`config.mk`:
```
export PLATFORM = sky130hd
export DESIGN_NAME = kth_order_egk_decoder
export DESIGN_NICKNAME = d
export VERILOG_FILES = /design/src/rtl/kth_order_egk_decoder_pkg.sv /design/src/rtl/kth_order_egk_decoder.sv
export SDC_FILE = /design/constraint.sdc
export NUM_CORES = 1
export LEC_CHECK = 0
export BUFFER_PORTS_ARGS = -buffer_cell sky130_fd_sc_hd__buf_2
export CAP_MARGIN = 20
export CORE_ASPECT_RATIO = 0.6
export CORE_UTILIZATION = 55
export CTS_BUF_LIST = sky130_fd_sc_hd__clkbuf_4
export CTS_CLUSTER_DIAMETER = 30
export DETAILED_ROUTE_END_ITERATION = 8
export GPL_ROUTABILITY_DRIVEN = 0
export HOLD_SLACK_MARGIN = 0.02
export MAX_ROUTING_LAYER = met4
export PLACE_DENSITY = 0.75
export SLEW_MARGIN = 10
export SYNTH_ARGS = -nofsm -noshare
export SYNTH_HDL_FRONTEND = slang
export SYNTH_SLANG_ARGS = --single-unit
```
`constraint.sdc`:
```
create_clock -name clk -period 5.6 [get_ports clk]
set_clock_uncertainty 0.1 [all_clocks]
set_input_delay 0.56 -clock clk [delete_from_list [all_inputs] [get_ports clk]]
set_output_delay 0.56 -clock clk [all_outputs]
set_load 0.005 [all_outputs]
```
`src/rtl/kth_order_egk_decoder_pkg.sv`:
```
// Shared definitions for the k-th order Exp-Golomb binarizer and decoder.
package egk_pkg;

  // Decoder control states
  typedef enum logic [1:0] {
    IDLE   = 2'd0,
    PREFIX = 2'd1,
    SUFFIX = 2'd2,
    DONE   = 2'd3
  } egk_state_t;

  // Width needed to hold an EGk order in the range 0..symbol_bits
  function automatic int k_int_bits(input int symbol_bits);
    return $clog2(symbol_bits) + 1;
  endfunction

  // Longest legal bin string for a given magnitude width and starting order
  function automatic int max_code_len(input int symbol_bits, input int k);
    return 2 * symbol_bits + 1 - k;
  endfunction

endpackage

```
`src/rtl/kth_order_egk_decoder.sv`:
```
// Bit-serial k-th order Exp-Golomb decoder. Consumes a unary prefix and a
// k-bit suffix MSB-first and reconstructs the encoded unsigned magnitude,
// together with the number of bins consumed and an error flag.
module kth_order_egk_decoder
  import egk_pkg::*;
#(
  parameter int SYMBOL_BITS = 8,
  parameter int MAX_BITS    = 16
) (
  input  logic                   clk,
  input  logic                   rst,
  input  logic                   start,
  input  logic [3:0]             K,
  input  logic                   bit_valid,
  input  logic                   bit_in,
  output logic                   bit_ready,
  output logic                   sym_valid,
  input  logic                   sym_ready,
  output logic [SYMBOL_BITS-1:0] symbolVal,
  output logic [MAX_BITS-1:0]    code_len,
  output logic                   err,
  output logic                   busy
);

  localparam int K_INT_BITS = k_int_bits(SYMBOL_BITS);
  localparam logic [K_INT_BITS-1:0] LP_K_MAX = K_INT_BITS'(SYMBOL_BITS);

  egk_state_t             r_state;
  logic [K_INT_BITS-1:0]  r_k;
  logic [K_INT_BITS-1:0]  r_cnt;
  logic [SYMBOL_BITS-1:0] r_base;
  logic [SYMBOL_BITS-1:0] r_suffix;
  logic [MAX_BITS-1:0]    r_code_len;
  logic [SYMBOL_BITS-1:0] r_sym;
  logic                   r_err;
  logic                   r_sym_valid;

  logic                   w_k_too_big;
  logic                   w_xfer;
  logic [MAX_BITS-1:0]    w_len_inc;
  logic [SYMBOL_BITS-1:0] w_suffix_next;
  logic [SYMBOL_BITS-1:0] w_base_inc;
  logic [SYMBOL_BITS:0]   w_sum;

  // Handshake and status decoded straight from the state register
  assign bit_ready = (r_state == PREFIX) || (r_state == SUFFIX);
  assign busy      = bit_ready;
  assign w_xfer    = bit_valid && bit_ready;

  // Datapath helpers: order check, saturating length, prefix weight, final sum
  assign w_k_too_big   = (32'(K) > 32'(SYMBOL_BITS));
  assign w_len_inc     = (&r_code_len) ? r_code_len : r_code_len + MAX_BITS'(1);
  assign w_base_inc    = r_base + (SYMBOL_BITS'(1) << r_k);
  assign w_suffix_next = {r_suffix[SYMBOL_BITS-2:0], bit_in};
  assign w_sum         = {1'b0, r_base} + {1'b0, w_suffix_next};

  // Control FSM with registered result outputs
  always_ff @(posedge clk or posedge rst) begin
    if (rst) begin
      r_state     <= IDLE;
      r_k         <= '0;
      r_cnt       <= '0;
      r_base      <= '0;
      r_suffix    <= '0;
      r_code_len  <= '0;
      r_sym       <= '0;
      r_err       <= 1'b0;
      r_sym_valid <= 1'b0;
    end else if (start) begin
      // A new decode always wins; any partial or pending result is dropped
      r_base     <= '0;
      r_suffix   <= '0;
      r_code_len <= '0;
      r_cnt      <= '0;
      r_sym      <= '0;
      if (w_k_too_big) begin
        r_state     <= DONE;
        r_k         <= '0;
        r_err       <= 1'b1;
        r_sym_valid <= 1'b1;
      end else begin
        r_state     <= PREFIX;
        r_k         <= K_INT_BITS'(K);
        r_err       <= 1'b0;
        r_sym_valid <= 1'b0;
      end
    end else begin
      case (r_state)
        IDLE: begin
          r_sym_valid <= 1'b0;
        end

        PREFIX: begin
          if (w_xfer) begin
            r_code_len <= w_len_inc;
            if (bit_in) begin
              if (r_k == LP_K_MAX) begin
                // Prefix longer than any magnitude of this width can need
                r_err       <= 1'b1;
                r_sym       <= r_base;
                r_sym_valid <= 1'b1;
                r_state     <= DONE;
              end else begin
                r_base <= w_base_inc;
                r_k    <= r_k + K_INT_BITS'(1);
              end
            end else if (r_k == '0) begin
              // Zero-length suffix: the prefix alone determines the value
              r_sym       <= r_base;
              r_sym_valid <= 1'b1;
              r_state     <= DONE;
            end else begin
              r_cnt   <= r_k;
              r_state <= SUFFIX;
            end
          end
        end

        SUFFIX: begin
          if (w_xfer) begin
            r_code_len <= w_len_inc;
            r_suffix   <= w_suffix_next;
            r_cnt      <= r_cnt - K_INT_BITS'(1);
            if (r_cnt == K_INT_BITS'(1)) begin
              // Carry out of the sum means the code cannot be represented
              r_sym       <= w_sum[SYMBOL_BITS-1:0];
              r_err       <= w_sum[SYMBOL_BITS];
              r_sym_valid <= 1'b1;
              r_state     <= DONE;
            end
          end
        end

        DONE: begin
          if (sym_ready) begin
            r_sym_valid <= 1'b0;
            r_state     <= IDLE;
          end
        end

        default: begin
          r_state     <= IDLE;
          r_sym_valid <= 1'b0;
        end
      endcase
    end
  end

  assign sym_valid = r_sym_valid;
  assign symbolVal = r_sym;
  assign code_len  = r_code_len;
  assign err       = r_err;

endmodule

```
==> metrics, run 1 <==
Ports=38; initial antenna violation count=0; starting density of the core=57.44%; Area growth syn-to-layout=9.084%; Post-synth EDFFs=0; critical path endpoint category=flop; Reg clk slew, reported paths=170 ps; status=complete, no violations; CP cell instances=inv_1 > ha_1 > nor3b_1 > ha_1 > a211oi_1 > o211ai_1 > and4_1 > or3_1 > a21oi_1; Yosys reg bits=51; share of cells above drive strength 1=12.89%; post-synthesis sequential area ratio=36.20%; area of the die=6745 µm²; critical path arrival=3220 ps; Initial DRT Pass Iterations=5; Post-Syn Instances=389; Peak supply drop=0.2842 mV; Setup CP Type=flop to flop; WL per Instance=16.95 µm; CP bufs+invs=1; Site Rows=22; chip height=64.02 µm; most frequent CP cell=ha_1; CTS tree=yes; Critical Path RT=5840 ps; antenna viol nets, final=0; cell family with most CP delay=simple AND/OR/NAND/NOR gates; Final Hold Viols=0; relative slew slack=31.52%; Slew @ Worst Pin=1027 ps; fin. max-slew vios=0; number of vias per cell=6.082; YS warnings=0; Clk Latency, worst-skew pair=410 ps; number of diodes=0; CP Launch Type=flop; H-tree depth=2; Main synth FF type=dfrtp_1; DRT Wirelength=8.524 mm; LEAKAGE=1.801 nW; period utilization=53.26%; RSZ-0062 raised after global routing=false; global-route usage over all layers=27.70%; largest net degree at the start of global routing=59; Root Driver=clkbuf_4; ys async rst share=100.0%; syn nets=429; Initial DRC Count=268; mapped cell area=3526 µm²; post-DP HPWL=6.190 mm; first-pass GRT wire length=13.84 mm; die span in x=105.4 µm; CTS max path bufs=2; Final min period=2982 ps; CP max-delay cell=dfrtp_1; WHS=306.6 ps; commonest cells after routing, fill and taps aside=51 x dfrtp_1, 40 x nand2_1, 37 x buf_2; cell depth of the worst setup path=9; nets=458; number of max-cap violations=0; clk sinks=51; cells on worst reg2reg path=9; via count=3059; GRT overflow=0; via count of the first global-routing pass=2679; Final Setup Violations=0; power density over the cells=269.9 nW/µm²; commonest non-fill, non-tap cell in the layout=dfrtp_1; number of port buffers=37; crit-path max FO=6; post_cts resized=0; Yosys cell types=56; Fmax=0.3353 GHz; hold depth=2; worst min path class=input pin to flop; slowest cell delay on critical path=460 ps; setup bufs post-CTS=0; DRC viols=0; total CTS buffers=5; setup tns final=0 ps; Synth Area per Inst=9.064 µm²; Core Box Area=6138 µm²
-- kinds of logic (layout without fill, tap and decap cells) --
logic type                 count (synthesis)  count (layout)  share of synthesized area, %
buffers and inverters                     35              65                         4.755
and+or+nand+nor                          147             147                         21.40
AOI/OAI and AO/OA                         97              97                         19.06
muxes                                      9               9                         2.555
xor gates and xnor gates                  20              20                         4.968
adders and majority gates                 30              30                         11.07
DFF                                       51              51                         36.20
-- worst register-to-register path, delay by kind of cell (launching register included) --
| family | cells | cell delay (ps) |
|---|---|---|
| simple gates | 3 | 1000 |
| flops | 1 | 460 |
| buf+inv | 1 | 100 |
| fa+ha+maj | 2 | 510 |
| compound gates | 3 | 750 |
-- per-layer routing --
metal	wire, µm	global-route usage, %	up-vias	part of all wire (%)
met2	3465	37.83	152	41
met3	777	5.306	10	9.1
li1	-	-	1481	-
met4	91	6.690	0	1.1
met5	0	-	-	0
met1	4189	41.78	1416	49
-- cell usage after synthesis, drive strengths merged (6+ instances only) --
library cell,instances,area (µm²)
a21oi,26,130.1
inv,15,56.30
nand2b,6,37.54
nand2,40,150.1
xnor2,8,70.07
o31ai,8,60.06
nor3b,6,56.31
xor2,12,105.1
a211oi,8,60.06
buf,12,80.07
nor2,31,116.4
o21ai,13,65.06
nand3b,6,45.04
dfrtp,51,1276
nand3,19,95.09
ha,28,350.3
nand4,8,56.30
a21o,6,45.04
mux2i,9,90.09
clkbuf,7,27.52
-- area by class of cell --
| cell class | instances | area, µm² |
|---|---|---|
| Sequential cell | 51 | 1276 |
| Timing Repair Buffer | 41 | 237.7 |
| Fill cell | 520 | 2292 |
| Clock inverter | 3 | 47.55 |
| Clock buffer | 5 | 37.54 |
| Tap cell | 84 | 105.1 |
| Multi-Input combinational cell | 303 | 2082 |
| Inverter | 16 | 60.06 |
-- worst paths after layout --
path                                           from  slack [ps]                       end
setup / recovery                 r_k[1]$_DFFE_PP0P_        2620     r_base[7]$_DFFE_PP0P_
max in group asynchronous                       rst        4330        r_k[3]$_DFFE_PP0P_
hold / removal                                 K[3]         310        r_k[0]$_DFFE_PP0P_
hold reg to reg            symbolVal[2]$_DFFE_PP0P_         400  symbolVal[2]$_DFFE_PP0P_
setup reg to reg                 r_k[1]$_DFFE_PP0P_        2620     r_base[7]$_DFFE_PP0P_
min in group asynchronous                       rst         550     r_base[7]$_DFFE_PP0P_
-- flip-flops by register name, summed over array words and instances (netlist names) --
name / cells
code_len: 16
r_k: 4
r_base: 8
symbolVal: 8
err: 1
r_state: 2
r_cnt: 4
r_suffix: 7
sym_valid: 1
-- power by group --
group	switching (mW)	internal (mW)	leakage, nW
registers	0.0371	0.397	0.695
logic	0.226	0.144	1.06
clock network	0.137	0.0965	0.0458
total	0.400	0.638	1.80
-- stage by stage --
stage,total power [mW],instance area (µm²),instances,worst slack [ps],utilization (%)
after CTS,1.031,3801,500,2505,61.92
after global placement,0.7863,3716,492,2612,60.54
after detailed placement,0.7934,3716,492,2534,60.54
after global routing,1.102,3846,503,2404,62.66
after floorplan,0.7120,3526,389,3076,-
final,1.038,3846,503,2618,62.66
-- timing repair --
item / in CTS / in global routing
endpoints found under the hold margin: 0 / 15
hold buffers: 0 / 1
setup endpoints to repair: 0 / 0
No activity file was read; power rests on OpenSTA's default activity.
==> run 2: changes to the inputs <==
Settings changed: PLACE_DENSITY 0.75 to 0.78.
Clock period 5.6 ns to 2.4 ns, I/O delays scaled along.
==> run 2 against run 1 <==
Global-route usage is 2.8 points higher. Worst setup slack worse by 2700 ps. Highest routed layer unchanged. Combinational power grew to 3.0 times the previous value. Critical path depth stayed put. The flow now finishes with violations (negative setup slack).
==> metrics, run 2 (synthesis gave the netlist of run 1 again) <==
via count=3377 (was 3059); period utilization=102.5% (was 53.26%); area of the die=6745 µm² (unchanged); share of cells above drive strength 1=25.65% (was 12.89%); WHS Endpoint=r_suffix[0]$_DFFE_PP0P_ (was r_k[0]$_DFFE_PP0P_); starting density of the core=57.44% (unchanged); Slew @ Worst Pin=459.4 ps (was 1027 ps); R2R Path Start=r_k[0]$_DFFE_PP0P_ (was r_k[1]$_DFFE_PP0P_); reg2reg end=r_base[7]$_DFFE_PP0P_ (unchanged); cells on worst reg2reg path=9 (unchanged); LEAKAGE=2.018 nW (was 1.801 nW); Setup CP Type=flop to flop (unchanged); via count of the first global-routing pass=3067 (was 2679); CP max-delay cell=dfrtp_2 (was dfrtp_1); first-pass GRT wire length=15.53 mm (was 13.84 mm); CP Launch Point=r_k[0]$_DFFE_PP0P_ (was r_k[1]$_DFFE_PP0P_); Site Rows=22 (unchanged); CP bufs+invs=1 (unchanged); Critical Path RT=2630 ps (was 5840 ps); Reg clk slew, reported paths=160 ps (was 170 ps); hold depth=3 (was 2); cell family with most CP delay=simple AND/OR/NAND/NOR gates (unchanged); Final Setup Violations=3 (was 0); Final min period=2460 ps (was 2982 ps); Ports=38 (unchanged); # fillers=454 (was 520); most frequent CP cell=ha_4 (was ha_1); critical path arrival=2690 ps (was 3220 ps); DRC viols=0 (unchanged); Peak supply drop=0.5639 mV (was 0.2842 mV); H-tree depth=2 (unchanged); Clk Latency, worst-skew pair=390 ps (was 410 ps); antenna viol nets, final=0 (unchanged); WHS=142.6 ps (was 306.6 ps); power density over the cells=605.2 nW/µm² (was 269.9 nW/µm²); Fmax=0.4065 GHz (was 0.3353 GHz); Initial DRC Count=289 (was 268); post-DP HPWL=7.083 mm (was 6.190 mm); die span in x=105.4 µm (unchanged); initial antenna violation count=0 (unchanged); CP cell instances=buf_6 > ha_4 > nor3b_4 > ha_4 > a211oi_4 > o211ai_1 > and4_1 > or3_1 > a21oi_2 (was inv_1 > ha_1 > nor3b_1 > ha_1 > a211oi_1 > o211ai_1 > and4_1 > or3_1 > a21oi_1); Core Box Area=6138 µm² (unchanged); placed cell areas=3971 µm² (was 3716 µm²); critical path endpoint category=flop (unchanged); GRT overflow=0 (unchanged); cell area after layout=4333 µm² (was 3846 µm²); final worst setup slack=-59.77 ps (was 2618 ps); crit-path max FO=5 (was 6); chip height=64.02 µm (unchanged); number of max-cap violations=0 (unchanged); largest net degree at the start of global routing=32 (was 59); Hold Path Origin=bit_in (was K[3]); total CTS buffers=5 (unchanged); global-route usage over all layers=30.47% (was 27.70%); number of diodes=0 (unchanged); CP Launch Type=flop (unchanged); DRT Wirelength=9.866 mm (was 8.524 mm); WL per Instance=18.00 µm (was 16.95 µm); RSZ-0062 raised after global routing=true (was false); Area growth syn-to-layout=22.89% (was 9.084%); commonest cells after routing, fill and taps aside=49 x dfrtp_1, 42 x buf_4, 40 x nand2_1 (was 51 x dfrtp_1, 40 x nand2_1, 37 x buf_2); Initial DRT Pass Iterations=5 (unchanged); nets=503 (was 458); fin. max-slew vios=0 (unchanged); FF-to-FF setup slack=-60 ps (was 2620 ps); CTS tree=yes (unchanged); worst min path class=input pin to flop (unchanged); number of port buffers=37 (unchanged); CTS max path bufs=2 (unchanged); Final Hold Viols=0 (unchanged); Tot Pwr=2.622 mW (was 1.038 mW); relative slew slack=69.16% (was 31.52%); slowest cell delay on critical path=460 ps (about the same); status=complete, but fails checks (was complete, no violations); setup tns final=-72.79 ps (was 0 ps); clk sinks=51 (unchanged); max reg flops=16 (unchanged); Root Driver=clkbuf_4 (unchanged); number of vias per cell=6.162 (was 6.082); violated checks=negative setup slack; commonest non-fill, non-tap cell in the layout=dfrtp_1 (unchanged)
==> run 2: cell count changes in the layout (fill, tap and decap cells not counted), sizes merged <==
cell	change
buf	+40
dlygate4sd3	+5
==> run 2: area by class of cell <==
class	count	area [µm²]	area share, %
clock buffer	5	37.54	0.8663
clock inverter	3	42.54	0.9818
inverter	16	60.06	1.386
multi-input combinational	303	2237	51.63
sequential	51	1279	29.51
tap	84	105.1	2.426
timing repair buffer	86	571.8	13.20
==> run 2: worst max path at each step <==
stage	endpoint	slack, ps	depth (start not counted)
final	r_base[7]$_DFFE_PP0P_	-60	9
after floorplan	r_base[7]$_DFFE_PP0P_	-10	9
after detailed placement	r_base[6]$_DFFE_PP0P_	-160	9
after global routing	r_base[7]$_DFFE_PP0P_	-160	9
after CTS	r_base[7]$_DFFE_PP0P_	-70	9
after global placement	r_base[7]$_DFFE_PP0P_	-10	9
==> run 2: routing by layer <==
layer	GRT usage, %	vias to the layer above	part of all wire, %
met5	-	-	0
met4	6.162	0	0.75
met3	6.429	14	8.0
met2	44.57	176	44
met1	43.74	1627	47
li1	-	1560	-
==> run 2: timing repair <==
item | CTS | global route
endpoints found under the hold margin | 19 | 0
hold buffers | 6 | 0
gates resized for setup | 19 | 15
setup buffers | 3 | 6
setup endpoints to repair | 4 | 12
pin swaps | 9 | 13
==> run 2: power by group <==
part / switching (mW) / internal (mW) / total [mW]
clock network: 0.304 / 0.220 / 0.525
logic: 0.614 / 0.489 / 1.10
registers: 0.0673 / 0.928 / 0.995
total: 0.985 / 1.64 / 2.62
==> run 2: per-stage QoR <==
stage,worst slack [ps],utilization [%],instances
after floorplan,-14.40,-,389
after global placement,-11.99,64.70,525
after detailed placement,-157.6,64.70,525
after CTS,-70.08,68.34,542
after global routing,-158.8,70.59,548
final,-59.77,70.59,548
==> run 2: worst register-to-register path, delay by kind of cell, from the launching register on <==
| kind | cells | cell delay (ps) |
|---|---|---|
| AND/OR/NAND/NOR | 3 | 810 |
| adder cells (fa/ha/maj) | 2 | 370 |
| AO/OA/AOI/OAI | 3 | 540 |
| flip-flops | 1 | 460 |
| buffers and inverters | 1 | 120 |
